### src/rtl/mips_wb_pkg.sv
`default_nettype none
// ============================================================================
//  Module      : mips_wb_pkg
//  Description : Shared widths, the $0 index and the writeback queue entry
//                type used by regfile_writeback and wb_queue.
//  Revision    : 1.0  initial release
// ============================================================================
package mips_wb_pkg;

    localparam int REG_W  = 5;
    localparam int DATA_W = 32;

    localparam logic [REG_W-1:0] REG_ZERO = '0;

    // "reg" is a keyword, so the destination index field is named rd.
    typedef struct packed {
        logic [REG_W-1:0]  rd;
        logic [DATA_W-1:0] data;
        logic              ready;
    } wb_entry_t;

endpackage
`default_nettype wire

### src/rtl/wb_queue.sv
`default_nettype none
// ============================================================================
//  Module      : wb_queue
//  Description : In-order circular buffer of writeback entries with push at
//                the tail, pop at the head and an in-place fill of the oldest
//                not-ready entry. Pointers carry one extra wrap bit.
//  Revision    : 1.0  initial release
//  Ports       : clk, reset      clock, synchronous active-high reset
//                i_push/_entry   append entry at tail (caller checks o_full)
//                i_fill/_data    complete oldest not-ready entry
//                i_pop           retire head (caller checks head ready)
//                o_full          DEPTH entries held
//                o_pending       at least one not-ready entry queued
//                o_head          entry at the head slot
//                o_age_*         entries in age order, index 0 = head
//  Config      : REGFILE_WB_FORWARD_EN exposes per-entry ready/data.
// ============================================================================
module wb_queue
    import mips_wb_pkg::*;
#(
    parameter int DEPTH = 4
) (
    input  logic                  clk,
    input  logic                  reset,
    input  logic                  i_push,
    input  wb_entry_t             i_push_entry,
    input  logic                  i_fill,
    input  logic [DATA_W-1:0]     i_fill_data,
    input  logic                  i_pop,
    output logic                  o_full,
    output logic                  o_pending,
    output wb_entry_t             o_head,
    output logic [DEPTH-1:0]      o_age_valid,
`ifdef REGFILE_WB_FORWARD_EN
    output logic [DEPTH-1:0]      o_age_ready,
    output logic [DATA_W-1:0]     o_age_data [DEPTH],
`endif
    output logic [REG_W-1:0]      o_age_rd [DEPTH]
);

    localparam int c_IDX_W = $clog2(DEPTH);
    localparam int c_PTR_W = c_IDX_W + 1;

    wb_entry_t            r_mem_q [DEPTH];
    wb_entry_t            w_mem_d [DEPTH];
    logic [c_PTR_W-1:0]   r_head_q, w_head_d;
    logic [c_PTR_W-1:0]   r_tail_q, w_tail_d;
    logic [c_PTR_W-1:0]   w_count;
    logic                 w_fill_found;
    logic [c_IDX_W-1:0]   w_fill_off;
    logic [c_IDX_W-1:0]   w_fill_slot;

    assign w_count = r_tail_q - r_head_q;
    assign o_full  = (w_count == c_PTR_W'(DEPTH));
    assign o_head  = r_mem_q[r_head_q[c_IDX_W-1:0]];

    // Age-ordered view: slot index wraps naturally because DEPTH is 2^n.
    for (genvar k = 0; k < DEPTH; k++) begin : g_age
        logic [c_IDX_W-1:0] w_slot;
        assign w_slot         = r_head_q[c_IDX_W-1:0] + c_IDX_W'(k);
        assign o_age_valid[k] = (c_PTR_W'(k) < w_count);
        assign o_age_rd[k]    = r_mem_q[w_slot].rd;
`ifdef REGFILE_WB_FORWARD_EN
        assign o_age_ready[k] = r_mem_q[w_slot].ready;
        assign o_age_data[k]  = r_mem_q[w_slot].data;
`endif
    end

    // Fill pointer: oldest queued entry still waiting for load data.
    // Scanning youngest to oldest leaves the oldest match in w_fill_off.
    always_comb begin
        w_fill_found = 1'b0;
        w_fill_off   = '0;
        for (int k = DEPTH - 1; k >= 0; k--) begin
            if (o_age_valid[k] && !r_mem_q[r_head_q[c_IDX_W-1:0] + c_IDX_W'(k)].ready) begin
                w_fill_found = 1'b1;
                w_fill_off   = c_IDX_W'(k);
            end
        end
    end

    assign w_fill_slot = r_head_q[c_IDX_W-1:0] + w_fill_off;
    assign o_pending   = w_fill_found;

    // Push slot (tail), fill slot (not ready) and pop slot (ready head)
    // are always distinct, so the three updates never collide.
    always_comb begin
        w_mem_d  = r_mem_q;
        w_head_d = r_head_q;
        w_tail_d = r_tail_q;
        if (i_push) begin
            w_mem_d[r_tail_q[c_IDX_W-1:0]] = i_push_entry;
            w_tail_d = r_tail_q + c_PTR_W'(1);
        end
        if (i_fill && w_fill_found) begin
            w_mem_d[w_fill_slot].data  = i_fill_data;
            w_mem_d[w_fill_slot].ready = 1'b1;
        end
        if (i_pop) begin
            w_head_d = r_head_q + c_PTR_W'(1);
        end
    end

    always_ff @(posedge clk) begin
        if (reset) begin
            r_head_q <= '0;
            r_tail_q <= '0;
        end else begin
            r_head_q <= w_head_d;
            r_tail_q <= w_tail_d;
        end
    end

    // Storage needs no reset: pointers alone define which slots are live.
    always_ff @(posedge clk) begin
        r_mem_q <= w_mem_d;
    end

endmodule
`default_nettype wire

### src/rtl/regfile_writeback.sv
`default_nettype none
// ============================================================================
//  Module      : regfile_writeback
//  Description : In-order writeback sequencer feeding the single write port
//                of the 32x32 register file. Queues ALU results and load
//                reservations, waits for load data, guards $0 and publishes
//                a busy scoreboard.
//  Revision    : 1.0  initial release
//  Ports       : clk, reset                 clock, synchronous active-high reset
//                alu_valid/alu_reg/alu_data ALU writeback request
//                ld_issue/ld_reg            load slot reservation
//                ld_valid/ld_data           in-order load data return
//                full, err                  queue full, sticky protocol error
//                RegWrite/WriteReg/WriteData register file write port
//                busy_mask                  registers with a queued write
//  Config      : REGFILE_WB_FORWARD_EN adds fwd_reg_x / fwd_hit_x /
//                fwd_data_x (x = a, b) combinational forwarding lookups.
// ============================================================================
module regfile_writeback #(
    parameter int DEPTH  = 4,
    parameter int DATA_W = mips_wb_pkg::DATA_W,
    parameter int REG_W  = mips_wb_pkg::REG_W
) (
    input  logic              clk,
    input  logic              reset,
    input  logic              alu_valid,
    input  logic [REG_W-1:0]  alu_reg,
    input  logic [DATA_W-1:0] alu_data,
    input  logic              ld_issue,
    input  logic [REG_W-1:0]  ld_reg,
    input  logic              ld_valid,
    input  logic [DATA_W-1:0] ld_data,
`ifdef REGFILE_WB_FORWARD_EN
    input  logic [REG_W-1:0]  fwd_reg_a,
    input  logic [REG_W-1:0]  fwd_reg_b,
    output logic              fwd_hit_a,
    output logic              fwd_hit_b,
    output logic [DATA_W-1:0] fwd_data_a,
    output logic [DATA_W-1:0] fwd_data_b,
`endif
    output logic              full,
    output logic              err,
    output logic              RegWrite,
    output logic [REG_W-1:0]  WriteReg,
    output logic [DATA_W-1:0] WriteData,
    output logic [31:0]       busy_mask
);

    import mips_wb_pkg::*;

    logic              w_full, w_pending;
    logic              w_push_req, w_push, w_fill, w_pop;
    wb_entry_t         w_push_entry, w_head;
    logic [DEPTH-1:0]  w_age_valid;
    logic [REG_W-1:0]  w_age_rd [DEPTH];
    logic              r_err_q, w_err_d;
    logic [31:0]       w_busy;
`ifdef REGFILE_WB_FORWARD_EN
    logic [DEPTH-1:0]  w_age_ready;
    logic [DATA_W-1:0] w_age_data [DEPTH];
`endif

    // A load wins over a simultaneous ALU request; $0 targets are accepted
    // but never occupy a slot.
    always_comb begin
        w_push_entry = '0;
        if (ld_issue) begin
            w_push_entry.rd = ld_reg;
            w_push_req      = (ld_reg != REG_ZERO);
        end else begin
            w_push_entry.rd    = alu_reg;
            w_push_entry.data  = alu_data;
            w_push_entry.ready = 1'b1;
            w_push_req         = alu_valid && (alu_reg != REG_ZERO);
        end
        // Full is judged before this cycle's pop, so a push is dropped
        // even when the head retires on the same edge.
        w_push  = w_push_req && !w_full;
        w_fill  = ld_valid && w_pending;
        w_err_d = r_err_q
                | (alu_valid && ld_issue)
                | (w_push_req && w_full)
                | (ld_valid && !w_pending);
    end

    always_ff @(posedge clk) begin
        if (reset) begin
            r_err_q <= 1'b0;
        end else begin
            r_err_q <= w_err_d;
        end
    end

    wb_queue #(
        .DEPTH (DEPTH)
    ) u_queue (
        .clk          (clk),
        .reset        (reset),
        .i_push       (w_push),
        .i_push_entry (w_push_entry),
        .i_fill       (w_fill),
        .i_fill_data  (ld_data),
        .i_pop        (w_pop),
        .o_full       (w_full),
        .o_pending    (w_pending),
        .o_head       (w_head),
        .o_age_valid  (w_age_valid),
`ifdef REGFILE_WB_FORWARD_EN
        .o_age_ready  (w_age_ready),
        .o_age_data   (w_age_data),
`endif
        .o_age_rd     (w_age_rd)
    );

    // The register file captures the head on the same edge it pops.
    assign w_pop     = w_age_valid[0] && w_head.ready;
    assign RegWrite  = w_pop;
    assign WriteReg  = w_pop ? w_head.rd   : '0;
    assign WriteData = w_pop ? w_head.data : '0;
    assign full      = w_full;
    assign err       = r_err_q;

    always_comb begin
        w_busy = '0;
        for (int k = 0; k < DEPTH; k++) begin
            if (w_age_valid[k]) begin
                w_busy[w_age_rd[k]] = 1'b1;
            end
        end
        w_busy[0] = 1'b0;
    end

    assign busy_mask = w_busy;

`ifdef REGFILE_WB_FORWARD_EN
    // Oldest-to-youngest scan: the last match (youngest) sets the result.
    always_comb begin
        fwd_hit_a  = 1'b0;
        fwd_data_a = '0;
        fwd_hit_b  = 1'b0;
        fwd_data_b = '0;
        for (int k = 0; k < DEPTH; k++) begin
            if (w_age_valid[k] && (w_age_rd[k] == fwd_reg_a) && (fwd_reg_a != REG_ZERO)) begin
                fwd_hit_a  = w_age_ready[k];
                fwd_data_a = w_age_ready[k] ? w_age_data[k] : '0;
            end
            if (w_age_valid[k] && (w_age_rd[k] == fwd_reg_b) && (fwd_reg_b != REG_ZERO)) begin
                fwd_hit_b  = w_age_ready[k];
                fwd_data_b = w_age_ready[k] ? w_age_data[k] : '0;
            end
        end
    end
`endif

endmodule
`default_nettype wire

### config.mk
export PLATFORM = sky130hd
export DESIGN_NAME = regfile_writeback
export DESIGN_NICKNAME = d
export VERILOG_FILES = /design/src/rtl/mips_wb_pkg.sv /design/src/rtl/wb_queue.sv /design/src/rtl/regfile_writeback.sv
export SDC_FILE = /design/constraint.sdc
export NUM_CORES = 1
export LEC_CHECK = 0
export ABC_CLOCK_PERIOD_IN_PS = 6230
export CAP_MARGIN = 20
export CORE_MARGIN = 5
export CORE_UTILIZATION = 25
export CTS_CLUSTER_DIAMETER = 50
export DETAILED_ROUTE_END_ITERATION = 8
export DONT_BUFFER_PORTS = 1
export SLEW_MARGIN = 10
export SYNTH_ARGS = -nofsm -noshare
export SYNTH_HDL_FRONTEND = slang
export SYNTH_SLANG_ARGS = --single-unit
### constraint.sdc
create_clock -name clk -period 6.23 [get_ports clk]
set_clock_uncertainty 0.2 [all_clocks]
set_input_delay 0.9345 -clock clk [delete_from_list [all_inputs] [get_ports clk]]
set_output_delay 0.9345 -clock clk [all_outputs]
set_load 0.01 [all_outputs]
-- Word level (Yosys, flattened, before mapping)
Index checks and enable logic that the tools add are counted.
- bits in registers: 159
- output and inout port bits: 72
- input bits: 79
- word-level logic and storage cells: 129
- muxes and demuxes: 48
- add/sub/neg operators: 7
- equality and inequality tests: 1
- bitwise operators: 12
- $lt $le $gt $ge: 20
- reductions and logical operators: 26
- operators with widths (kind ; count):
    152-bit bitwise mux ; 3
    38-bit two-way mux ; 9
    38-bit binary-select mux with 2-bit select ; 4
    152-bit two-way mux ; 2
    38-bit demux with 2-bit select ; 3
    32-bit two-way mux ; 5
    32-bit OR ; 3
    33-bit two-way mux ; 2
    5-bit by 6-bit less-than comparator with 1-bit output, second input constant ; 4
    1-bit demux with 5-bit select ; 4
    5-bit by 1-bit greater-or-equal comparator with 1-bit output, second input constant ; 4
    3-bit greater-or-equal comparator, second input constant ; 6
    1-bit logical AND ; 18
    2-bit inverter with 3-bit output ; 6
    1-bit two-way mux ; 10
    5-bit two-way mux ; 2
    5-bit nonzero test ; 2
    2-bit two-way mux ; 4
    3-bit by 1-bit adder with 3-bit output, second input constant ; 2
    1-bit logical NOT ; 6
    1-bit by 3-bit less-than comparator with 1-bit output, first input constant ; 2
    2-bit by 3-bit less-than comparator with 1-bit output, first input constant ; 2
    3-bit by 1-bit less-than comparator with 1-bit output, second input constant ; 2
    2-bit adder, second input constant ; 2
    other kinds (5) ; 7

-- Depth between registers and ports, before layout
Gate-level depths: netlist of run 1.
- word-level depth: 20
- mapped depth: 16
- depth with buffers taken out: 13

-- Hierarchy
From an unflattened synthesis of run 1, not the netlist that was laid out.
- cells, all modules: 829
- area total of the unflattened synthesis: 10000.8 sq um
- by module, submodules not included (module ; area an instance (sq um) ; instances ; cells an instance ; sequential area each (sq um)):
    wb_queue ; 8350.5 ; 1 ; 591 ; 3363.2
    regfile_writeback ; 1650.3 ; 1 ; 238 ; 20.0

-- Worst setup path before layout of run 1
OpenSTA, ideal clock, no wires.
- path type: register to register
- start point: register u_queue.r_head_q[1]
- end point: register u_queue.r_mem_q[80] in the netlist's numbering
- required time: 5.907 ns
- setup slack: 1.635 ns
- library setup time: 0.123 ns
- arrival time: 4.271 ns
- path buffers: 5
- cell stages (with the launch flop): 17
- period minus slack after synthesis: 4.595 ns
- cells stage by stage: dfxtp_1 clkbuf_1 clkbuf_1 buf_2 buf_1 inv_1 fa_1 xnor3_2 o21ai_0 a221oi_1 ha_1 xor2_1 nand3_1 nor3_1 a2bb2oi_4 buf_4 mux2_1
- RTL lines (what ; line ; RTL):
    start: declaration ; wb_queue.sv:46 ; logic [c_PTR_W-1:0] r_head_q, w_head_d;
    start signal: assignment ; wb_queue.sv:109 ; r_head_q <= w_head_d;
    end signal: assignment ; wb_queue.sv:116 ; r_mem_q <= w_mem_d;
    end: declaration ; wb_queue.sv:44 ; wb_entry_t r_mem_q [DEPTH];

-- Worst setup path in the final report of run 1
- start point: register u_queue.r_head_q[1]
- end point: output busy_mask[2]
- longest elaborated chain between the ends: 15
- elaborated cells between the ends (all ways): 51
- those cells by class: add/sub (4); order compare (12); mux (24); bitwise (7); reduce/logical (4)
- ends and longest elaborated chain (what ; line ; RTL):
    2-bit by 1-bit adder with 2-bit output / 2-bit inverter with 3-bit output (equally long branches) ; wb_queue.sv:60, wb_queue.sv:62 ;
    2-bit inverter with 3-bit output (implied by the code) / 38-bit binary-select mux with 2-bit select (equally long branches) ; wb_queue.sv:62 ; assign o_age_rd[k] = r_mem_q[w_slot].rd;
    38-bit binary-select mux with 2-bit select / 38-bit two-way mux (equally long branches) ; wb_queue.sv:62 ;
    38-bit two-way mux, on equally long branches ; n/a ;
    38-bit two-way mux (implied by the code) (tied with other cells) ; wb_queue.sv:62 ;
    5-bit by 6-bit less-than comparator with 1-bit output (implied by the code) (tied with other cells) ; regfile_writeback.sv:127 ; w_busy[w_age_rd[k]] = 1'b1;
    1-bit logical AND (implied by the code) / 1-bit two-way mux (equally long branches) ; regfile_writeback.sv:127 ;
    1-bit two-way mux (implied by the code) / 1-bit demux with 5-bit select (equally long branches) ; regfile_writeback.sv:127 ;
    1-bit demux with 5-bit select / 32-bit two-way mux (equally long branches) ; regfile_writeback.sv:127, regfile_writeback.sv:126 ;
    32-bit OR (no line) ; n/a ;
    32-bit two-way mux ; regfile_writeback.sv:126 ; if (w_age_valid[k]) begin
    32-bit OR (no line) ; n/a ;
    32-bit two-way mux ; regfile_writeback.sv:126 ;
    32-bit OR (no line) ; n/a ;
    32-bit two-way mux (*) ; regfile_writeback.sv:126 ;
    end: declaration ; regfile_writeback.sv:46 ; output logic [31:0] busy_mask
Every way passes the cells marked *; elsewhere a longest branch is shown, timed or not. The select of a mux whose other input is x is not followed.

==> reports/metrics.cfg, run 1 <==
[clock_tree]
cts_root_buf=clkbuf_16
worst_setup_hold_path_clk_slew_ns=0.08
postCtsHoldBufs=0
cts_buffer_depth=2
clkSinkCount=159
cts_htree_levels=4
clk_latency_ns=0.42
post_cts_buffers=0
cts_tree=yes
cts_buffers=17
cts_resized=0

[power_and_ir_drop]
p_switching_w=0.003220
leakagePower_nw=5.151
p_int_w=0.004650
pwr-share-clk_pct=14.1
p_comb_share_pct=62.5
ir_worst_vdd_mv=0.2370
p_total_w=0.007870
switching_share_pct=40.91
pwr-share-seq_pct=23.4
power_density_nw_per_um2=657.5

[routing]
drc_errors=0
via_per_inst=4.846
detail-route-antenna-nets=0
totalWireLength_um=30020
first_iter_violations=547
dr.pass1.iters=5
wl_per_cell_um=20.88
vias=6968

[floorplanning]
die_y_um=219.1
std_cell_rows=76
chipWidth_um=219.1
start_util_pct=25.32
coreArea_um2=43170
die_area_um2=48010
ios=151

[logic_synthesis]
synth-xor-area-share_pct=0.9499
ys_types=57
synth.area.mux_share_pct=45.14
synth_simple_gate_area_share_pct=11.27
synth_compound_area_share_pct=6.443
synth_top_family_by_area=multiplexers
synthesis.nets=954
yosys_warnings=0
mappedNetlistArea_um2=10930
syn_area_per_cell_um2=12.62
ys_seq_area_share_pct=30.95
synth-adder-area-share_pct=1.099
ys_ff_latch=159
syn_inst=866

[sta]
maxSlewViolCount=0
setup_viol=0
maxSlewHeadroom_pct=25.68
period_share_pct=81.16
finalSetupTns_ns=0
finalHoldViolCount=0
holdWs_ns=0.3563
period_needed_ns=5.056
tightest_slew_ns=1.112
clock.fmax_ghz=0.1978
rsz0062_at_grt=false

[grt]
grt_max_degree=52
grt_overflow_total=0
grt_pass1_wl_um=45280
first_global_vias=7234
grt_antenna_before_repair=3
grt_usage_pct=12.15

[setup_path]
reg2reg_to=u_queue.r_mem_q[68]
reg2reg_depth=13
critPathTopFamily=simple AND/OR/NAND/NOR gates
critPathArrivalTime_ns=3.92
required_ns=5.10
crit_fanout=51
rrSetupSlack_ns=1.35
startpoint_type=register
worstSetupPathType=reg -> out
critical-path-slowest-cell=nor3b_1
max_stage_delay_ns=0.92
critPathBufInv=2
path_depth=8
timing.rr.start=u_queue.r_head_q[1]
cp_cell_sequence=buf_4 -> inv_1 -> fa_1 -> xnor3_2 -> nor2_1 -> nor3b_1 -> a22oi_1 -> nand2_1
critPathCaptureType=primary output

[final_layout]
fillers=4468
drive_above_1_share_pct=44.60
syn_to_final_growth_pct=9.476
fin_util_pct=27.72
fin_nets=927

[min_path]
min_path_type=reg -> reg
hp-start=u_queue.r_head_q[2]
min_to=u_queue.r_head_q[2]
min_path_cells=2

[flow_run]
maxCapViolCount=0

[placed_design]
finalWeightedCongestion=0.9274
portBuffers=0
dp_hpwl_um=20150

[outcome]
status=finished, final reports clean

[stage by stage]
stage	instances	cell area [um^2]	worst slack (ns)
after floorplan	866	10930	1.635
after global placement	1405	11340	1.390
after detailed placement	1405	11340	1.302
after CTS	1437	11970	1.154
after global routing	1438	11970	0.8618
final	1438	11970	1.174
[Yosys cell counts, drive strengths merged]
library cell,number,area share [%]
mux2,261,34
dfxtp,139,25
mux4,56,12
a22oi,55,3.9
nand2,50,1.7
buf,40,3.1
nor2,40,1.5
and2,37,2.1
nand3,23,1.5
and2b,21,1.7
edfxtp,20,5.5
inv,17,0.58
nor2b,14,0.80
nor3,14,0.64
clkbuf,13,0.46
ha,8,0.92
a21oi,7,0.46
nand2b,7,0.40
nor3b,6,0.41
a2bb2oi,5,1.1
o211ai,4,0.27
o21ai,4,0.22
and3,3,0.18
xnor2,3,0.24
xor2,3,0.24
a21o,2,0.14
and3b,2,0.16
a211oi,1,0.069
a21boi,1,0.069
a221oi,1,0.080
a31oi,1,0.057
conb,1,0.034
fa,1,0.18
mux2i,1,0.092
nor4,1,0.057
nor4b,1,0.14
o31a,1,0.080
xnor3,1,0.22
xor3,1,0.25
[metal layers]
| metal | GRT usage [%] | wire, um | share of wire, % |
|---|---|---|---|
| met5 | 0 | 19 | 0.063 |
| met4 | 2.784 | 486 | 1.6 |
| met3 | 3.504 | 2101 | 7.0 |
| met2 | 20.20 | 14170 | 47 |
| met1 | 15.70 | 13250 | 44 |
[layout make-up]
type / instances / area, um^2 / area share (%)
clock inverters: 14 / 180.2 / 1.505
inverters: 17 / 63.81 / 0.5331
multi-input cells: 637 / 7099 / 59.31
flip-flops and latches: 159 / 3388 / 28.31
diodes: 1 / 2.502 / 0.02091
repair buffers: 7 / 52.55 / 0.4391
clock buffers: 18 / 450.4 / 3.763
well taps: 585 / 732.0 / 6.115
[power by group through the flow]
stage / registers, W / clock network (W) / logic, W
2_1_floorplan: 0.00173 / 0 / 0.00415
3_3_place_gp: 0.00184 / 0 / 0.00484
3_5_place_dp: 0.00185 / 0 / 0.00492
4_1_cts: 0.00184 / 0.00113 / 0.00495
5_1_grt: 0.00189 / 0.00118 / 0.00525
6_report: 0.00184 / 0.00111 / 0.00492
[layout by cell type (no fill, tap or decap), drive strengths merged, types with 4 or more instances in the layout]
cell     instances
a21oi            7
a22oi           55
a2bb2oi          5
and2            37
and2b           21
buf              7
clkbuf          18
clkinv           8
dfxtp          139
edfxtp          20
ha               8
inv             23
mux2           261
mux4            56
nand2           50
nand2b           7
nand3           23
nor2            40
nor2b           14
nor3            14
nor3b            6
o211ai           4
o21ai            4
[cell families after synthesis]
kind of cell | count (synthesis)
DFF | 159
xor gates and xnor gates | 8
and+or+nand+nor | 219
muxes | 318
other | 1
adders and majority gates | 9
AOI/OAI and AO/OA | 82
buffers and inverters | 70
[worst max-delay path by stage]
stage | startpoint | slack, ns | end
final | u_queue.r_head_q[1] | 1.17 | busy_mask[2]
after global routing | u_queue.r_head_q[0] | 0.86 | busy_mask[25]
after CTS | u_queue.r_head_q[1] | 1.15 | WriteData[0]
after detailed placement | u_queue.r_head_q[0] | 1.30 | u_queue.r_mem_q[68]
after global placement | u_queue.r_head_q[0] | 1.39 | u_queue.r_mem_q[70]
after floorplan | u_queue.r_head_q[1] | 1.64 | u_queue.r_mem_q[80]
[tightest hold or removal path: cells and delay by family (launching register included)]
kind / cells / cell delay (ns)
DFF: 1 / 0.37
and+or+nand+nor: 1 / 0.08
xor gates and xnor gates: 1 / 0.08
Power figures use the tool's default switching activity.
==> run 2, diff against run 1 <==
--- a/config.mk
+++ b/config.mk
@@ -5,7 +5,7 @@
 export SDC_FILE = /design/constraint.sdc
 export NUM_CORES = 1
 export LEC_CHECK = 0
-export ABC_CLOCK_PERIOD_IN_PS = 6230
+export ABC_CLOCK_PERIOD_IN_PS = 4400
 export CAP_MARGIN = 20
 export CORE_MARGIN = 5
 export CORE_UTILIZATION = 25
==> constraint.sdc (replaced) <==
create_clock -name clk -period 4.4 [get_ports clk]
set_clock_uncertainty 0.2 [all_clocks]
set_input_delay 0.66 -clock clk [delete_from_list [all_inputs] [get_ports clk]]
set_output_delay 0.66 -clock clk [all_outputs]
set_load 0.01 [all_outputs]
==> run 2 against run 1 <==
Compared with the run above:
- via count increased by 0.60%
- final area increased by 1.3%
- worst setup slack lost 1.0 ns
- clock-buffer cell count grew 2
- largest power group unchanged
- sequential share of layout area fell by 0.37 points
- largest cell class unchanged
==> reports/metrics.cfg, run 2 (synthesis results as in run 1) <==
[floorplanning]
ios=151  ; unchanged
chipWidth_um=219.1  ; unchanged
start_util_pct=25.32  ; unchanged
coreArea_um2=43170  ; unchanged
die_area_um2=48010  ; unchanged
std_cell_rows=76  ; unchanged
die_y_um=219.1  ; unchanged

[sta]
tightest_slew_ns=1.109  ; -0.003037 ns
maxSlewHeadroom_pct=25.88  ; +0.20 points
worst_slack_ns=0.1590  ; -1.015 ns
holdWs_ns=0.09919  ; -0.2571 ns
rsz0062_at_grt=false
period_needed_ns=4.241
setup_viol=0  ; unchanged
period_share_pct=96.39
finalHoldViolCount=0  ; unchanged
finalSetupTns_ns=0  ; unchanged
maxSlewViolCount=0  ; unchanged
clock.fmax_ghz=0.2358

[routing]
detail-route-antenna-nets=0  ; unchanged
totalWireLength_um=30690  ; +2.2%
wl_per_cell_um=21.18  ; +1.5%
first_iter_violations=562  ; +2.7%
vias=7010  ; +0.60%
via_per_inst=4.838  ; -0.16%
drc_errors=0  ; unchanged
dr.pass1.iters=6  ; +1

[setup_path]
max_stage_delay_ns=0.92  ; about the same
timing.rr.start=u_queue.r_tail_q[0]
startpoint_type=register
cpMostUsedCell=inv_1
critPathTopFamily=simple AND/OR/NAND/NOR gates
worstSetupPathType=reg -> out
critical-path-slowest-cell=nor3b_1
reg2reg_depth=14  ; +1
required_ns=3.54  ; -1.56 ns
reg2reg_to=u_queue.r_mem_q[80]
critPathCaptureType=primary output
critPathBufInv=2  ; unchanged
critPathArrivalTime_ns=3.38  ; -0.54 ns
cp_cell_sequence=inv_1 -> ha_1 -> inv_1 -> fa_1 -> xnor3_2 -> nor2_1 -> nor3b_1 -> a22oi_1 -> nand2_1
rrSetupSlack_ns=0.47  ; -0.88 ns
crit_fanout=8  ; -84%

[final_layout]
layout_common_cells=mux2_4 (193), dfxtp_1 (137), mux4_2 (56)
final-instance-count-excl-fill=1449  ; +0.76%
syn_to_final_growth_pct=10.91
fin_nets=939  ; +1.3%
final_common_cell=mux2_4
drive_above_1_share_pct=45.19  ; +0.59 points

[clock_tree]
worst_setup_hold_path_clk_slew_ns=0.06  ; -0.02 ns
cts_buffers=17  ; unchanged
clkSinkCount=159  ; unchanged
cts_tree=yes
clk_latency_ns=0.42  ; about the same
cts_htree_levels=4  ; unchanged
cts_root_buf=clkbuf_16
cts_buffer_depth=2  ; unchanged
postCtsHoldBufs=0  ; unchanged

[placed_design]
dp.cells=1417  ; +0.85%
finalWeightedCongestion=0.9530  ; +2.8%
dp_hpwl_um=21040  ; +4.4%
place_ws_ns=0.4253  ; -0.8767 ns
portBuffers=0  ; unchanged

[grt]
grt_overflow_total=0  ; unchanged
grt_pass1_wl_um=45860  ; +1.3%
grt_max_degree=46  ; -12%
use_met3_pct=2.773  ; -0.73 points
grt_usage_pct=12.39  ; +0.24 points
grtUsageMet1_pct=16.57  ; +0.87 points
use_met2_pct=20.42  ; +0.22 points
grt_antenna_before_repair=1  ; -2
gr-max-usage-layer=met2
first_global_vias=7303  ; +0.95%

[min_path]
hp-start=reset
min_path_cells=1  ; -1
min_to=u_queue.r_head_q[0]
min_path_type=in -> reg

[power_and_ir_drop]
ir_worst_vdd_mv=0.5294  ; +120%
power_density_nw_per_um2=932.1  ; +42%
leakagePower_nw=5.232  ; +1.6%

[flow_run]
maxCapViolCount=0  ; unchanged

[outcome]
status=finished, final reports clean

-- run 2: changes by cell type in the layout (fill, tap and decap cells not counted), moves of 3 or more --
cell,before,now
clkinv_8,5,0
inv_8,5,0
buf_12,0,5
buf_4,7,12
bufinv_16,0,3
-- run 2: worst register-to-register path, stage by stage, from the launching register on --
cell	delay (ns)
dfxtp_1	0.33
inv_1	0.15
ha_1	0.17
inv_1	0.05
fa_1	0.40
xnor3_2	0.37
o21ai_0	0.12
a221oi_1	0.34
ha_1	0.27
xor2_1	0.19
nand3_1	0.17
nor3_1	0.32
a2bb2oi_4	0.10
buf_4	0.28
mux2_1	0.37
-- run 2: through the flow --
stage | cell area (um^2) | power [W] | utilization (%)
after global routing | 12120 | 0.01196 | 28.08
after floorplan | 10940 | 0.008314 | -
after CTS | 12120 | 0.01138 | 28.06
after detailed placement | 11490 | 0.009744 | 26.61
after global placement | 11490 | 0.009602 | 26.61
final | 12130 | 0.01130 | 28.09
-- run 2: how the worst max path moves through the flow --
stage                                    from             endpoint  slack, ns  cells after the start
final                     u_queue.r_tail_q[0]        busy_mask[26]       0.16                      9
after global routing      u_queue.r_tail_q[0]        busy_mask[26]       0.02                      9
after CTS                 u_queue.r_head_q[0]        busy_mask[10]       0.04                      7
after detailed placement  u_queue.r_head_q[0]        busy_mask[29]       0.43                      6
after global placement    u_queue.r_head_q[0]        busy_mask[10]       0.48                      7
after floorplan           u_queue.r_head_q[1]  u_queue.r_mem_q[80]       0.08                     16
-- run 2: per-layer routing --
layer / vias to the layer above / part of all wire [%]
li1: 3201 / -
met1: 3590 / 45
met4: 2 / 1.2
met2: 190 / 48
met3: 27 / 5.8
met5: - / 0.023
-- run 2: area by class of cell --
type | count | area (um^2)
antenna | 1 | 2.502
fill | 4458 | 31050
sequential | 159 | 3388
tap | 585 | 732.0
inverter | 17 | 63.81
multi-input combinational | 637 | 7104
timing repair buffer | 19 | 212.7
clock inverter | 11 | 153.9
clock buffer | 20 | 467.9
-- run 2: what timing repair did --
item                                    CTS  global route
endpoints found under the setup margin    8            23
gates resized for setup                   1             2
hold endpoints to repair                  0             0
buffers inserted                          0             0
gates cloned                              0             0
-- run 2: power breakdown --
part | switching, W | internal, W | total, W | leakage, nW
registers | 0.000390 | 0.00218 | 0.00257 | 1.35
clock network | 0.000624 | 0.000945 | 0.00157 | 0.298
logic | 0.00349 | 0.00367 | 0.00716 | 3.58
total | 0.00450 | 0.00680 | 0.0113 | 5.23
==> run 3, diff against run 2 <==
--- a/config.mk
+++ b/config.mk
@@ -8,7 +8,7 @@
 export ABC_CLOCK_PERIOD_IN_PS = 4400
 export CAP_MARGIN = 20
 export CORE_MARGIN = 5
-export CORE_UTILIZATION = 25
+export CORE_UTILIZATION = 46
 export CTS_CLUSTER_DIAMETER = 50
 export DETAILED_ROUTE_END_ITERATION = 8
 export DONT_BUFFER_PORTS = 1
==> run 3 against run 2 <==
Compared with the run above:
- final cell count is 18% lower
- fmax is 0.81% higher
- worst setup slack better by 0.034 ns
- worst hold slack worse by 0.0070 ns
- critical path type unchanged
- wire length is 12% lower
- total power is 0.62% lower
- clock power is 4% higher
- final area is 2.2% lower
==> reports/metrics.cfg, run 3 (synthesis results as in run 1) <==
[sta]
rsz0062_at_grt=false
finalSetupTns_ns=0  ; unchanged
clock.fmax_ghz=0.2377  ; +0.81%
setup_viol=0  ; unchanged
tightest_slew_ns=1.146  ; +0.03657 ns
period_needed_ns=4.207  ; -0.03428 ns
worst_slack_ns=0.1933  ; +0.03428 ns
finalHoldViolCount=0  ; unchanged
period_share_pct=95.61  ; -0.78 points
maxSlewViolCount=0  ; unchanged
maxSlewHeadroom_pct=23.44  ; -2.4 points

[placed_design]
finalWeightedCongestion=0.9273  ; -2.7%
place_ws_ns=0.5499  ; +0.1246 ns
dp_hpwl_um=18200  ; -13%
portBuffers=0  ; unchanged

[grt]
use_met2_pct=33.18  ; +13 points
grt_usage_pct=20.18  ; +7.8 points
first_global_vias=7168  ; -1.8%
grtUsageMet1_pct=26.68  ; +10 points
grt_max_degree=46  ; unchanged
grt_overflow_total=0  ; unchanged
gr-max-usage-layer=met2
grt_antenna_before_repair=3  ; +2
use_met3_pct=5.420  ; +2.6 points
grt_pass1_wl_um=42140  ; -8.1%

[power_and_ir_drop]
ir_worst_vdd_mv=0.5471  ; +3.3%
p_total_w=0.01123  ; -0.62%
power_density_nw_per_um2=947.3  ; +1.6%
leakagePower_nw=5.282  ; +0.97%

[routing]
drc_errors=0  ; unchanged
wl_per_cell_um=22.79  ; +7.6%
totalWireLength_um=27080  ; -12%
via_per_inst=5.794  ; +20%
first_iter_violations=463  ; -18%
vias=6883  ; -1.8%
detail-route-antenna-nets=0  ; unchanged
dr.pass1.iters=5  ; -1

[final_layout]
drive_above_1_share_pct=45.39  ; +0.20 points
final_common_cell=mux2_4
syn_to_final_growth_pct=8.446
layout_common_cells=mux2_4 (193), dfxtp_1 (137), mux4_2 (56)
fin_nets=943  ; +0.43%
fin_util_pct=50.51  ; +22 points

[setup_path]
worstSetupPathType=reg -> out
crit_fanout=8  ; unchanged
critPathArrivalTime_ns=3.35  ; -0.03 ns
reg2reg_depth=14  ; unchanged
critPathCaptureType=primary output
startpoint_type=register
required_ns=3.54  ; about the same
rrSetupSlack_ns=0.54  ; +0.07 ns

[flow_run]
maxCapViolCount=0  ; unchanged

[clock_tree]
cts_tree=yes
cts_buffer_depth=2  ; unchanged
cts_htree_levels=4  ; unchanged
cts_resized=0  ; -1
cts_root_buf=clkbuf_16
post_cts_buffers=0  ; unchanged
clkSinkCount=159  ; unchanged
clk_latency_ns=0.42  ; about the same
worst_setup_hold_path_clk_slew_ns=0.06  ; about the same
postCtsHoldBufs=0  ; unchanged
cts_buffers=17  ; unchanged

[floorplanning]
std_cell_rows=56  ; -26%
coreArea_um2=23470  ; -46%
die_y_um=164.2  ; -25%
ios=151  ; unchanged
chipWidth_um=164.2  ; -25%
die_area_um2=26950  ; -44%
start_util_pct=46.58  ; +21 points

[outcome]
status=finished, final reports clean

[min_path]
min_path_cells=1  ; unchanged
min_path_type=in -> reg

==> run 3: metal layers <==
layer  wire length [um]  share of wire (%)
met1              12220                 45
met2              12920                 48
met3               1648                6.1
met4                270                1.0
met5                 14              0.052
==> run 3: final timing paths <==
| check | startpoint | end |
|---|---|---|
| setup / recovery | u_queue.r_tail_q[0] | busy_mask[6] |
| setup reg to reg | u_queue.r_tail_q[0] | u_queue.r_mem_q[81] |
| hold reg to reg | u_queue.r_tail_q[1] | u_queue.r_tail_q[1] |
| hold / removal | reset | u_queue.r_head_q[1] |
==> run 3: area by class of cell <==
class                      instances  area (um^2)
antenna                            1        2.502
clock buffer                      20        478.0
clock inverter                    12        180.2
fill                            2097        11620
inverter                          17        63.81
multi-input combinational        637         7099
sequential                       159         3388
tap                              319        399.1
timing repair buffer              23        245.2
==> run 3: worst max-delay path: stages (launching register included) <==
cell	delay (ns)
dfxtp_1	0.33
inv_1	0.13
ha_1	0.16
inv_1	0.05
fa_1	0.40
xnor3_2	0.37
nor2_1	0.12
nor3b_1	0.95
a22oi_1	0.20
nand2_1	0.21
==> run 3: report_power, final <==
group          switching, W  internal (W)
Clock              0.000614       0.00102
Combinational       0.00332       0.00370
Sequential         0.000393       0.00218
==> run 3: stage by stage <==
step	cell area, um^2	std cells	hold slack, ns
floorplan	10940	866	0.2948
global placement	11190	1154	0.3270
detailed placement	11190	1154	0.3401
CTS	11850	1186	0.07619
global route	11860	1188	0.07193
finish	11860	1188	0.09219
